--- src/rtl/ssd_scan_driver.sv ---
// Time-multiplexed 4-digit seven-segment driver with frame-boundary double buffering.
// Optional leading-zero suppression is enabled by defining SSD_LZ_BLANK_EN.
module ssd_scan_driver #(
    parameter int SCAN_DIV  = 18,
    parameter int BLANK_CYC = 256
) (
    input  logic        Clk,
    input  logic        Reset,
    input  logic [15:0] digits_in,
    input  logic [3:0]  dp_in,
    input  logic [3:0]  blank_in,
    input  logic        load,
    output logic [3:0]  An,
    output logic [7:0]  Cath,
    output logic        frame_done
);

    localparam logic [SCAN_DIV-1:0] BLANK_LIM = SCAN_DIV'(BLANK_CYC);
    localparam logic [SCAN_DIV-1:0] PRE_TERM  = ~(SCAN_DIV'(1));

    logic [SCAN_DIV-1:0] presc;
    logic [1:0]          idx;

    logic [15:0] act_digits, pend_digits;
    logic [3:0]  act_dp, pend_dp;
    logic [3:0]  act_blank, pend_blank;
    logic        pend_valid;

    logic        term;
    logic        wrap;
    logic        fd_next;
    logic        in_blank;
    logic [3:0]  cur_digit;
    logic [3:0]  lz;
    logic [3:0]  dark;

    function automatic logic [6:0] seg7(input logic [3:0] h);
        logic [6:0] s;
        case (h)
            4'h0:    s = 7'b0000001;
            4'h1:    s = 7'b1001111;
            4'h2:    s = 7'b0010010;
            4'h3:    s = 7'b0000110;
            4'h4:    s = 7'b1001100;
            4'h5:    s = 7'b0100100;
            4'h6:    s = 7'b0100000;
            4'h7:    s = 7'b0001111;
            4'h8:    s = 7'b0000000;
            4'h9:    s = 7'b0000100;
            4'hA:    s = 7'b0001000;
            4'hB:    s = 7'b1100000;
            4'hC:    s = 7'b0110001;
            4'hD:    s = 7'b1000010;
            4'hE:    s = 7'b0110000;
            default: s = 7'b0111000;
        endcase
        return s;
    endfunction

    always_comb begin
        term      = &presc;
        wrap      = term && (idx == 2'd3);
        // frame_done is registered, so it is raised one cycle early to coincide with the wrap cycle
        fd_next   = (presc == PRE_TERM) && (idx == 2'd3);
        in_blank  = presc < BLANK_LIM;
        cur_digit = act_digits[{idx, 2'b00} +: 4];
`ifdef SSD_LZ_BLANK_EN
        lz[3] = (act_digits[15:12] == 4'h0) && !act_dp[3];
        lz[2] = lz[3] && (act_digits[11:8] == 4'h0) && !act_dp[2];
        lz[1] = lz[2] && (act_digits[7:4] == 4'h0) && !act_dp[1];
        lz[0] = 1'b0;
`else
        lz = '0;
`endif
        dark = act_blank | lz;
    end

    always_ff @(posedge Clk) begin
        if (Reset) begin
            presc       <= '0;
            idx         <= '0;
            act_digits  <= '0;
            act_dp      <= '0;
            act_blank   <= '1;
            pend_digits <= '0;
            pend_dp     <= '0;
            pend_blank  <= '1;
            pend_valid  <= 1'b0;
            An          <= '1;
            Cath        <= '1;
            frame_done  <= 1'b0;
        end else begin
            presc      <= presc + 1'b1;
            if (term)
                idx <= idx + 2'd1;
            frame_done <= fd_next;
            An         <= (in_blank || dark[idx]) ? 4'b1111 : ~(4'b0001 << idx);
            Cath       <= {seg7(cur_digit), ~act_dp[idx]};

            // A load coinciding with the frame wrap bypasses the pending set
            if (wrap) begin
                if (load) begin
                    act_digits <= digits_in;
                    act_dp     <= dp_in;
                    act_blank  <= blank_in;
                end else if (pend_valid) begin
                    act_digits <= pend_digits;
                    act_dp     <= pend_dp;
                    act_blank  <= pend_blank;
                end
                pend_valid <= 1'b0;
            end else if (load) begin
                pend_digits <= digits_in;
                pend_dp     <= dp_in;
                pend_blank  <= blank_in;
                pend_valid  <= 1'b1;
            end
        end
    end

endmodule
--- config.mk ---
export PLATFORM = sky130hd
export DESIGN_NAME = ssd_scan_driver
export DESIGN_NICKNAME = d
export VERILOG_FILES = /design/src/rtl/ssd_scan_driver.sv
export SDC_FILE = /design/constraint.sdc
export NUM_CORES = 1
export LEC_CHECK = 0
export ABC_AREA = 1
export CAP_MARGIN = 20
export CORE_MARGIN = 1.5
export CORE_UTILIZATION = 48
export CTS_BUF_LIST = sky130_fd_sc_hd__clkbuf_16
export DETAILED_ROUTE_END_ITERATION = 8
export GPL_TIMING_DRIVEN = 0
export PLACE_DENSITY = 0.78
export SETUP_SLACK_MARGIN = 0.2
export SYNTH_ARGS = -nofsm -noshare
export SYNTH_HDL_FRONTEND = slang
export SYNTH_SLANG_ARGS = --single-unit
export TNS_END_PERCENT = 5
--- constraint.sdc ---
create_clock -name Clk -period 3.8 [get_ports Clk]
set_input_delay 0.38 -clock Clk [delete_from_list [all_inputs] [get_ports Clk]]
set_output_delay 0.38 -clock Clk [all_outputs]
set_load 0.01 [all_outputs]
==> impl_metrics.yaml, run 1 <==
run_status:
  status: "finished clean"
floorplan:
  fp.dieH_um: 95.81
  placementRows: 33
  fp.dieW_um: 95.81
  pin_count: 40
  start_util: 0.4981
  core_area_mm2: 0.008299
  die-area_mm2: 0.009179
power_and_ir_drop:
  leakage_nw: 2.368
  powerDensity_mw_per_mm2: 382.7
  peakVddDrop_v: 0.0002739
  finalPower_w: 0.001884
grt:
  grt_pass1_wl_um: 15410
  grt_pass1_vias: 3411
  track_usage: 0.2137
  grt-ovfl-total: 0
  antenna_found_initial: 0
  grt_max_degree: 14
timing:
  period_minus_slack_ns: 2.176
  slew_viol_final: 0
  fin_skew_ns: 0.008557
  worst_pin_slew_ns: 0.6654
  fmax_ghz: 0.4597
  setup_violations: 0
  rsz0062_at_grt: "no"
  period_share: 0.5725
  hold_viol_final: 0
  max-slew-margin-rel: 0.5564
  tns_ns: 0
synth:
  synth_top_area_frac: 0.3971
  ys_seq_elements: 82
  yosysMostFrequentCell: "nand2_1"
  synth_largest_area_cell: "dfxtp_1"
  syn-instance-count: 582
  netlist_area_mm2: 0.004134
  ys_seq_area_frac: 0.3971
  synth_commonest_cells: "nand2_1 (131), nor2_1 (87), dfxtp_1 (82)"
  synth-async-reset-ratio: 0
  ys_warn_count: 0
  syn_nets: 621
  postSynthAreaPerCell_um2: 7.103
  synthDistinctLibCells: 31
  synth_flop_cell: "dfxtp_1"
  synth_edf_count: 0
  synth_area_leaders: "dfxtp_1 (40%), nand2_1 (12%), nor2_1 (7.9%), inv_1 (7.2%), mux2_2 (5.4%)"
worst_setup_path:
  path_cells: "buf_2 -> clkbuf_1 -> o21ai_0 -> nand2_1 -> inv_1 -> ha_1 -> inv_1 -> nor2_1 -> o21ai_0 -> nand3_1"
  endpoint_kind: "flip-flop"
  required_ns: 3.99
  r2r-end: "Cath[4]"
  crit_arrival_ns: 2.37
  crit_buf_inv: 4
  timing.rr.start: "idx[0]"
  path_delay_family: "buffers and inverters"
  critPathSlowestCell: "dfxtp_1"
  path_max_fanout: 10
  reg2regPathDepth: 10
  worst_path_largest_cell_delay_ns: 0.38
  setup.worst_path.start_class: "flip-flop"
  ff2ff_setup_slack_ns: 1.62
  critPathKind: "reg -> reg"
hold_path:
  hold_path_end: "pend_blank[0]"
  hp-class: "reg -> reg"
  hold_path_depth: 2
  hp-start: "pend_blank[0]"
final_layout:
  final_util: 0.5931
  drive_above_1_share: 0.1055
  n_antenna_cell: 0
  area_growth_pct: 19.07
  fin_nets: 669
clocking:
  root_buffer: "clkbuf_16"
  post-cts-setup-buffer-count: 0
  cts_sinks: 82
  cts_resized: 0
  clkTransAtPathRegs_ns: 0.06
  clock_latency_ns: 0.34
  cts_hold_buffers: 0
  cts.path.max_buffers: 2
  cts_htree_levels: 3
  cts_tree: "yes"
  cts-buffers-inserted: 9
routing:
  dr.pass1.iters: 5
  route.detailed.drc: 0
  ant_nets: 0
  drt_wl_total_um: 9354
  wl_per_cell_um: 12.64
  vias_per_cell: 5.004
  vias: 3703
  drtIter0Drc: 155
placed_design:
  portBuffers: 37
  place.gp.congestion: 0.8884
  dp_hpwl_um: 6765
flow_run:
  max_cap_viol_count: 0
## per-layer routing
layer | global-route usage | vias up | part of all wire
met5 | 0 | - | 0
met4 | 0.1078 | 0 | 0.026
met3 | 0.02923 | 18 | 0.050
met2 | 0.3492 | 102 | 0.46
met1 | 0.2745 | 1663 | 0.46
li1 | - | 1920 | -
## per-stage QoR
step / std cells / area (µm²) / worst slack, ns / hold WS, ns
floorplan: 582 / 4134 / 2.032 / 0.4297
global placement: 724 / 4636 / 1.689 / 0.4433
detailed placement: 724 / 4636 / 1.674 / 0.4524
CTS: 740 / 4922 / 1.649 / 0.4622
global route: 740 / 4922 / 1.434 / 0.4762
finish: 740 / 4922 / 1.624 / 0.4595
## cell families (layout without fill, tap and decap cells)
| logic type | count (synthesis) | count (layout) | synth area share |
|---|---|---|---|
| buffers and inverters | 109 | 162 | 0.1096 |
| AO/OA/AOI/OAI | 76 | 76 | 0.09413 |
| multiplexers | 20 | 20 | 0.05448 |
| XOR/XNOR | 3 | 3 | 0.006357 |
| AND/OR/NAND/NOR | 280 | 280 | 0.3021 |
| adder cells (fa/ha/maj) | 12 | 12 | 0.03632 |
| flip-flops | 82 | 82 | 0.3971 |
## where the power goes
part           switching, W  leakage (nW)  internal, W
Clock              0.000340         0.138     0.000501
Combinational     0.0000743          1.56    0.0000730
Sequential        0.0000111         0.670     0.000884
## area by class of cell
class	instances	area, µm²
clock inverters	7	61.31
repair buffers	37	370.4
flip-flops and latches	82	1642
well taps	105	131.4
plain buffers	28	148.9
multi-input cells	391	2039
fillers	744	3377
inverters	81	304.0
clock buffers	9	225.2
## layout by cell type (no fill, tap or decap), types with 6 or more instances in the layout
cell type / instances
dfxtp_1: 82
o21ai_0: 25
clkbuf_16: 9
clkbuf_1: 11
nor2_1: 87
mux2_2: 20
nand3_2: 11
inv_1: 80
clkdlybuf4s50_1: 37
a21oi_1: 43
nand2_1: 131
nand4_1: 6
buf_2: 10
ha_1: 12
nand3_1: 34
## registers in the layout, summed over array words and instances (netlist names)
register     flops
idx              2
An               4
act_dp           4
presc           18
pend_valid       1
pend_blank       4
act_digits      16
Cath             8
pend_digits     16
pend_dp          4
frame_done       1
act_blank        4
## tightest hold or removal path: stages (launching register included)
cell     delay, ns
dfxtp_1       0.30
inv_1         0.05
o21ai_1       0.06
## worst max-delay path by stage
stage | start | end | slack [ns] | depth (start not counted)
after floorplan | idx[0] | Cath[2] | 2.03 | 10
after global placement | idx[0] | Cath[4] | 1.69 | 10
after detailed placement | idx[0] | Cath[4] | 1.67 | 10
after CTS | idx[0] | Cath[4] | 1.65 | 10
after global routing | idx[0] | Cath[4] | 1.43 | 10
final | idx[0] | Cath[4] | 1.62 | 10
Power figures use the tool's default switching activity.
==> inputs of run 2 (changes only) <==
Settings changed: PLACE_DENSITY 0.78 to 0.81.
Clock period 3.8 ns to 1.95 ns, I/O delays scaled along.
==> run 2 against run 1 <==
Global-route usage increased by 1.6 points. Worst hold slack got worse by 0.11 ns. Sequential power increased by 96%. Via count increased by 2.8%. First-iteration DRC count increased by 58%. Largest cell class unchanged.
==> impl_metrics.yaml, run 2 (synthesis results as in run 1) <==
clocking:
  cts.path.max_buffers: 2
  cts-buffers-inserted: 9
  cts_tree: "yes"
  cts_htree_levels: 3
  cts_hold_buffers: 0
  clock_latency_ns: 0.34
  cts_sinks: 82
  clkTransAtPathRegs_ns: 0.06
  root_buffer: "clkbuf_16"
worst_setup_path:
  cp_common_cell: "nand2_1"
  path_cells: "nand2_1 -> nor2_2 -> nand2_2 -> nor2_8 -> nand4_4 -> clkbuf_2 -> nand2_1 -> nand3_1"
  critPathKind: "reg -> reg"
  endpoint_kind: "flip-flop"
  crit_arrival_ns: 1.93
  setup.worst_path.start_class: "flip-flop"
  ff2ff_setup_slack_ns: 0.22
  path_delay_family: "simple AND/OR/NAND/NOR gates"
  path_depth: 8
  path_max_fanout: 10
  reg2regPathDepth: 8
  r2r-end: "act_blank[3]"
  timing.rr.start: "presc[13]"
  worst_path_largest_cell_delay_ns: 0.39
  required_ns: 2.15
  critPathSlowestCell: "dfxtp_1"
  crit_buf_inv: 1
power_and_ir_drop:
  pwr-share-clk: 0.443
  p_comb_frac: 0.080
  finalPower_w: 0.003665
  powerDensity_mw_per_mm2: 726.5
  switchingPower_w: 0.0008335
  power_frac_seq: 0.477
  intPower_w: 0.002832
  peakVddDrop_v: 0.0003262
  leakage_nw: 2.415
  switching_share: 0.2274
timing:
  whs_ns: 0.3543
  max-slew-margin-rel: 0.5609
  fmax_ghz: 0.5784
  rsz0062_at_grt: "yes"
  worst_pin_slew_ns: 0.6587
  setup_violations: 0
  slew_viol_final: 0
  period_minus_slack_ns: 1.729
  period_share: 0.8866
  fin_skew_ns: 0.005777
  hold_viol_final: 0
  tns_ns: 0
routing:
  drt_wl_total_um: 9994
  ant_nets: 0
  wl_per_cell_um: 13.40
  vias: 3806
  drtIter0Drc: 245
  dr.pass1.iters: 5
  route.detailed.drc: 0
  vias_per_cell: 5.102
flow_run:
  max_cap_viol_count: 0
final_layout:
  fillers: 711
  final_util: 0.6079
  reg_top3: "presc (18), act_digits (16), pend_digits (16)"
  largest_register_ffs: 18
  drive_above_1_share: 0.1404
  area_growth_pct: 22.03
  top_register: "presc"
  n_antenna_cell: 0
  final_common_cell: "nand2_1"
  final_cell_mix: "nand2_1 (129), nor2_1 (85), dfxtp_1 (78)"
  final_cell_area_mm2: 0.005045
  fin_nets: 676
grt:
  track_usage: 0.2301
  antenna_found_initial: 0
  grt_pass1_vias: 3638
  grt_max_degree: 13
  grt_pass1_wl_um: 16360
  grt-ovfl-total: 0
floorplan:
  placementRows: 33
  core_area_mm2: 0.008299
  start_util: 0.4981
  fp.dieW_um: 95.81
  die-area_mm2: 0.009179
  fp.dieH_um: 95.81
  pin_count: 40
placed_design:
  dpl_cell_area_mm2: 0.004637
  place.gp.congestion: 0.9112
  dp_hpwl_um: 6763
  portBuffers: 37
run_status:
  status: "finished clean"
hold_path:
  hp-class: "in -> reg"
  hold_path_depth: 3
  hold_path_end: "pend_blank[1]"
  hp-start: "Reset"
run 2: power by group through the flow:
stage	clock network [W]	registers, W	logic, W
floorplan	0	0.00178	0.000174
global placement	0	0.00178	0.000277
detailed placement	0	0.00178	0.000287
CTS	0.00162	0.00175	0.000290
global route	0.00170	0.00175	0.000323
finish	0.00162	0.00175	0.000293
run 2: per-layer routing:
| metal | GRT usage | share of wire | vias up | wire, µm |
|---|---|---|---|---|
| met5 | 0 | 0 | - | 0 |
| met3 | 0.04739 | 0.045 | 26 | 451 |
| met2 | 0.3944 | 0.48 | 110 | 4841 |
| met4 | 0.09191 | 0.023 | 0 | 233 |
| li1 | - | - | 1929 | - |
| met1 | 0.2804 | 0.45 | 1741 | 4469 |
run 2: layout make-up:
| cell class | instances | area (µm²) | area share |
|---|---|---|---|
| plain buffers | 28 | 177.7 | 0.03522 |
| clock buffers | 9 | 225.2 | 0.04464 |
| clock inverters | 6 | 50.05 | 0.009921 |
| inverters | 81 | 307.8 | 0.06101 |
| multi-input cells | 391 | 2081 | 0.4125 |
| flip-flops and latches | 82 | 1649 | 0.3269 |
| well taps | 105 | 131.4 | 0.02604 |
| repair buffers | 44 | 422.9 | 0.08383 |
run 2: worst min-delay path, cell delays in order:
cell and delay (ns):
clkbuf_1 0.22, a21oi_1 0.17, o21ai_1 0.06
run 2: worst max-delay path by stage:
stage / to / start / slack (ns)
after global routing: Cath[4] / idx[0] / 0.14
after floorplan: Cath[2] / idx[0] / 0.27
after global placement: Cath[4] / idx[1] / -0.02
final: act_blank[3] / presc[13] / 0.22
after detailed placement: Cath[2] / idx[1] / -0.06
after CTS: pend_blank[3] / presc[1] / 0.17
run 2: stage by stage:
step / cells / setup WS (ns)
global placement: 724 / -0.02350
finish: 746 / 0.2211
global route: 746 / 0.1366
floorplan: 582 / 0.2704
detailed placement: 724 / -0.05619
CTS: 742 / 0.1739
run 2: repair_timing:
action / CTS / global route
setup buffers: 3 / 4
endpoints found under the hold margin: 0 / 0
pin swaps: 2 / 4
setup endpoints to repair: 51 / 59
gates resized for setup: 11 / 23
==> inputs of run 3 (changes only) <==
Settings changed: SETUP_SLACK_MARGIN 0.2 to 0.05.
==> run 3 against run 2 <==
Routed wire length down 2.0%. Cell count down 0.27%. Flip-flop and latch count unchanged. Clock power up 20%. Count of clock-buffer cells in the layout unchanged.
==> impl_metrics.yaml, run 3 (synthesis results as in run 1) <==
run_status:
  status: "finished clean"
final_layout:
  regArea_mm2: 0.001644
  drive_above_1_share: 0.1268
  final_common_cell: "nand2_1"
  largest_register_ffs: 18
  reg_top3: "presc (18), act_digits (16), pend_digits (16)"
  area_growth_pct: 21.55
  fillers: 708
  fin_cells: 744
  n_antenna_cell: 0
  fin_nets: 673
  final_cell_mix: "nand2_1 (131), nor2_1 (87), dfxtp_1 (80)"
  multi_input_comb_area_mm2: 0.002039
  top_register: "presc"
power_and_ir_drop:
  leakage_nw: 2.422
  intPower_w: 0.003117
  switching_share: 0.2158
  finalPower_w: 0.003975
  switchingPower_w: 0.0008579
  pwr-share-clk: 0.488
  p_comb_frac: 0.073
  powerDensity_mw_per_mm2: 791.0
  power_frac_seq: 0.439
  peakVddDrop_v: 0.0004858
clocking:
  cts_hold_buffers: 0
  clkTransAtPathRegs_ns: 0.06
  cts_tree: "yes"
  cts_htree_levels: 3
  cts_sinks: 82
  root_buffer: "clkbuf_16"
  clock_latency_ns: 0.33
  cts.path.max_buffers: 2
  cts-buffers-inserted: 9
routing:
  route.met2.wl_um: 4793
  route.detailed.drc: 0
  dr.max_layer_used: "met4"
  wl_per_cell_um: 13.16
  wl_met1_um: 4348
  dr.pass1.iters: 5
  drt_wl_total_um: 9793
  drtIter0Drc: 224
  ant_nets: 0
  vias_per_cell: 5.165
  met3_length_um: 452
  vias: 3843
timing:
  setup_violations: 0
  fmax_ghz: 0.5421
  setup_slack_ns: 0.1052
  rsz0062_at_grt: "yes"
  hold_viol_final: 0
  slew_viol_final: 0
  fin_skew_ns: 0.003835
  worst_pin_slew_ns: 0.6645
  period_share: 0.9460
  tns_ns: 0
  max-slew-margin-rel: 0.5570
  period_minus_slack_ns: 1.845
worst_setup_path:
  setup.worst_path.start_class: "flip-flop"
  path_max_fanout: 8
  crit_arrival_ns: 2.05
  required_ns: 2.15
  critPathSlowestCell: "dfxtp_1"
  critPathKind: "reg -> reg"
  path_cells: "buf_4 -> clkinvlp_4 -> a21oi_1 -> o21ai_1 -> nand2_1 -> inv_1 -> ha_1 -> inv_1 -> nor2_1 -> o21ai_0 -> nand3_1"
  endpoint_kind: "flip-flop"
  worst_path_largest_cell_delay_ns: 0.37
  cp_common_cell: "inv_1"
floorplan:
  pin_count: 40
  core_area_mm2: 0.008299
  fp.dieH_um: 95.81
  fp.dieW_um: 95.81
  placementRows: 33
  start_util: 0.4981
  die-area_mm2: 0.009179
placed_design:
  place.gp.congestion: 0.9097
  dp_hpwl_um: 6696
  portBuffers: 37
  pre_cts_ws_ns: -0.2078
  dp_cells: 724
grt:
  grt_pass1_wl_um: 16380
  grt_pass1_vias: 3677
  antenna_found_initial: 0
  track_usage: 0.2265
  grt_max_degree: 15
  grt-ovfl-total: 0
hold_path:
  hp-class: "in -> reg"
flow_run:
  max_cap_viol_count: 0
[run 3: cell count changes in the layout (fill, tap and decap cells not counted), moves of 2 or more]
cell	previous run	this run
o21ai_0	20	22
nand2_1	129	131
nor2_2	4	2
dfxtp_1	78	80
o21ai_2	2	0
nor2_1	85	87
nand2_2	3	1
clkinv_1	5	2
bufinv_16	1	3
[run 3: final timing paths]
path	startpoint	cells past startpoint	slack, ns	end
setup / recovery	idx[1]	11	0.11	Cath[2]
hold / removal	Reset	3	0.36	pend_blank[3]
setup reg to reg	idx[1]	11	0.11	Cath[2]
hold reg to reg	presc[0]	1	0.44	presc[0]
[run 3: layout make-up]
cell class | instances | share of cell area
Multi-Input combinational cell | 391 | 0.4059
Sequential cell | 82 | 0.3272
Timing Repair Buffer | 41 | 0.07968
Inverter | 81 | 0.06125
Clock buffer | 9 | 0.04482
Buffer | 28 | 0.03187
Tap cell | 105 | 0.02615
Clock inverter | 7 | 0.02316
[run 3: timing repair]
item / CTS / global route
setup endpoints to repair: 9 / 50
resized for setup: 3 / 16
buffers inserted: 2 / 2
pin swaps: 1 / 1
[run 3: metrics by stage]
step	util	hold slack [ns]	cell area (µm²)
after floorplan	-	0.4074	4134
after global placement	0.5586	0.4429	4636
after detailed placement	0.5586	0.4524	4636
after CTS	0.6021	0.3789	4997
after global routing	0.6055	0.4104	5025
final	0.6055	0.3639	5025
[run 3: metal layers]
metal  global-route usage  vias to the layer above
li1                     -                     1928
met1               0.2779                     1780
met2               0.3938                      114
met3              0.03002                       21
met4              0.09926                        0
met5                    0                        -
[run 3: critical path: cells and delay by family, from the launching register on]
kind                     cells  cell delay, ns
buffers and inverters        4            0.51
AO/OA/AOI/OAI                3            0.39
flip-flops                   1            0.37
AND/OR/NAND/NOR              3            0.26
adder cells (fa/ha/maj)      1            0.18
[run 3: power by group through the flow]
| stage | sequential [W] | clock, W | combinational, W |
|---|---|---|---|
| 3_5_place_dp | 0.00178 | 0 | 0.000284 |
| 6_report | 0.00175 | 0.00194 | 0.000289 |
| 4_1_cts | 0.00174 | 0.00195 | 0.000290 |
| 2_1_floorplan | 0.00178 | 0 | 0.000174 |
| 5_1_grt | 0.00175 | 0.00202 | 0.000321 |
| 3_3_place_gp | 0.00178 | 0 | 0.000277 |
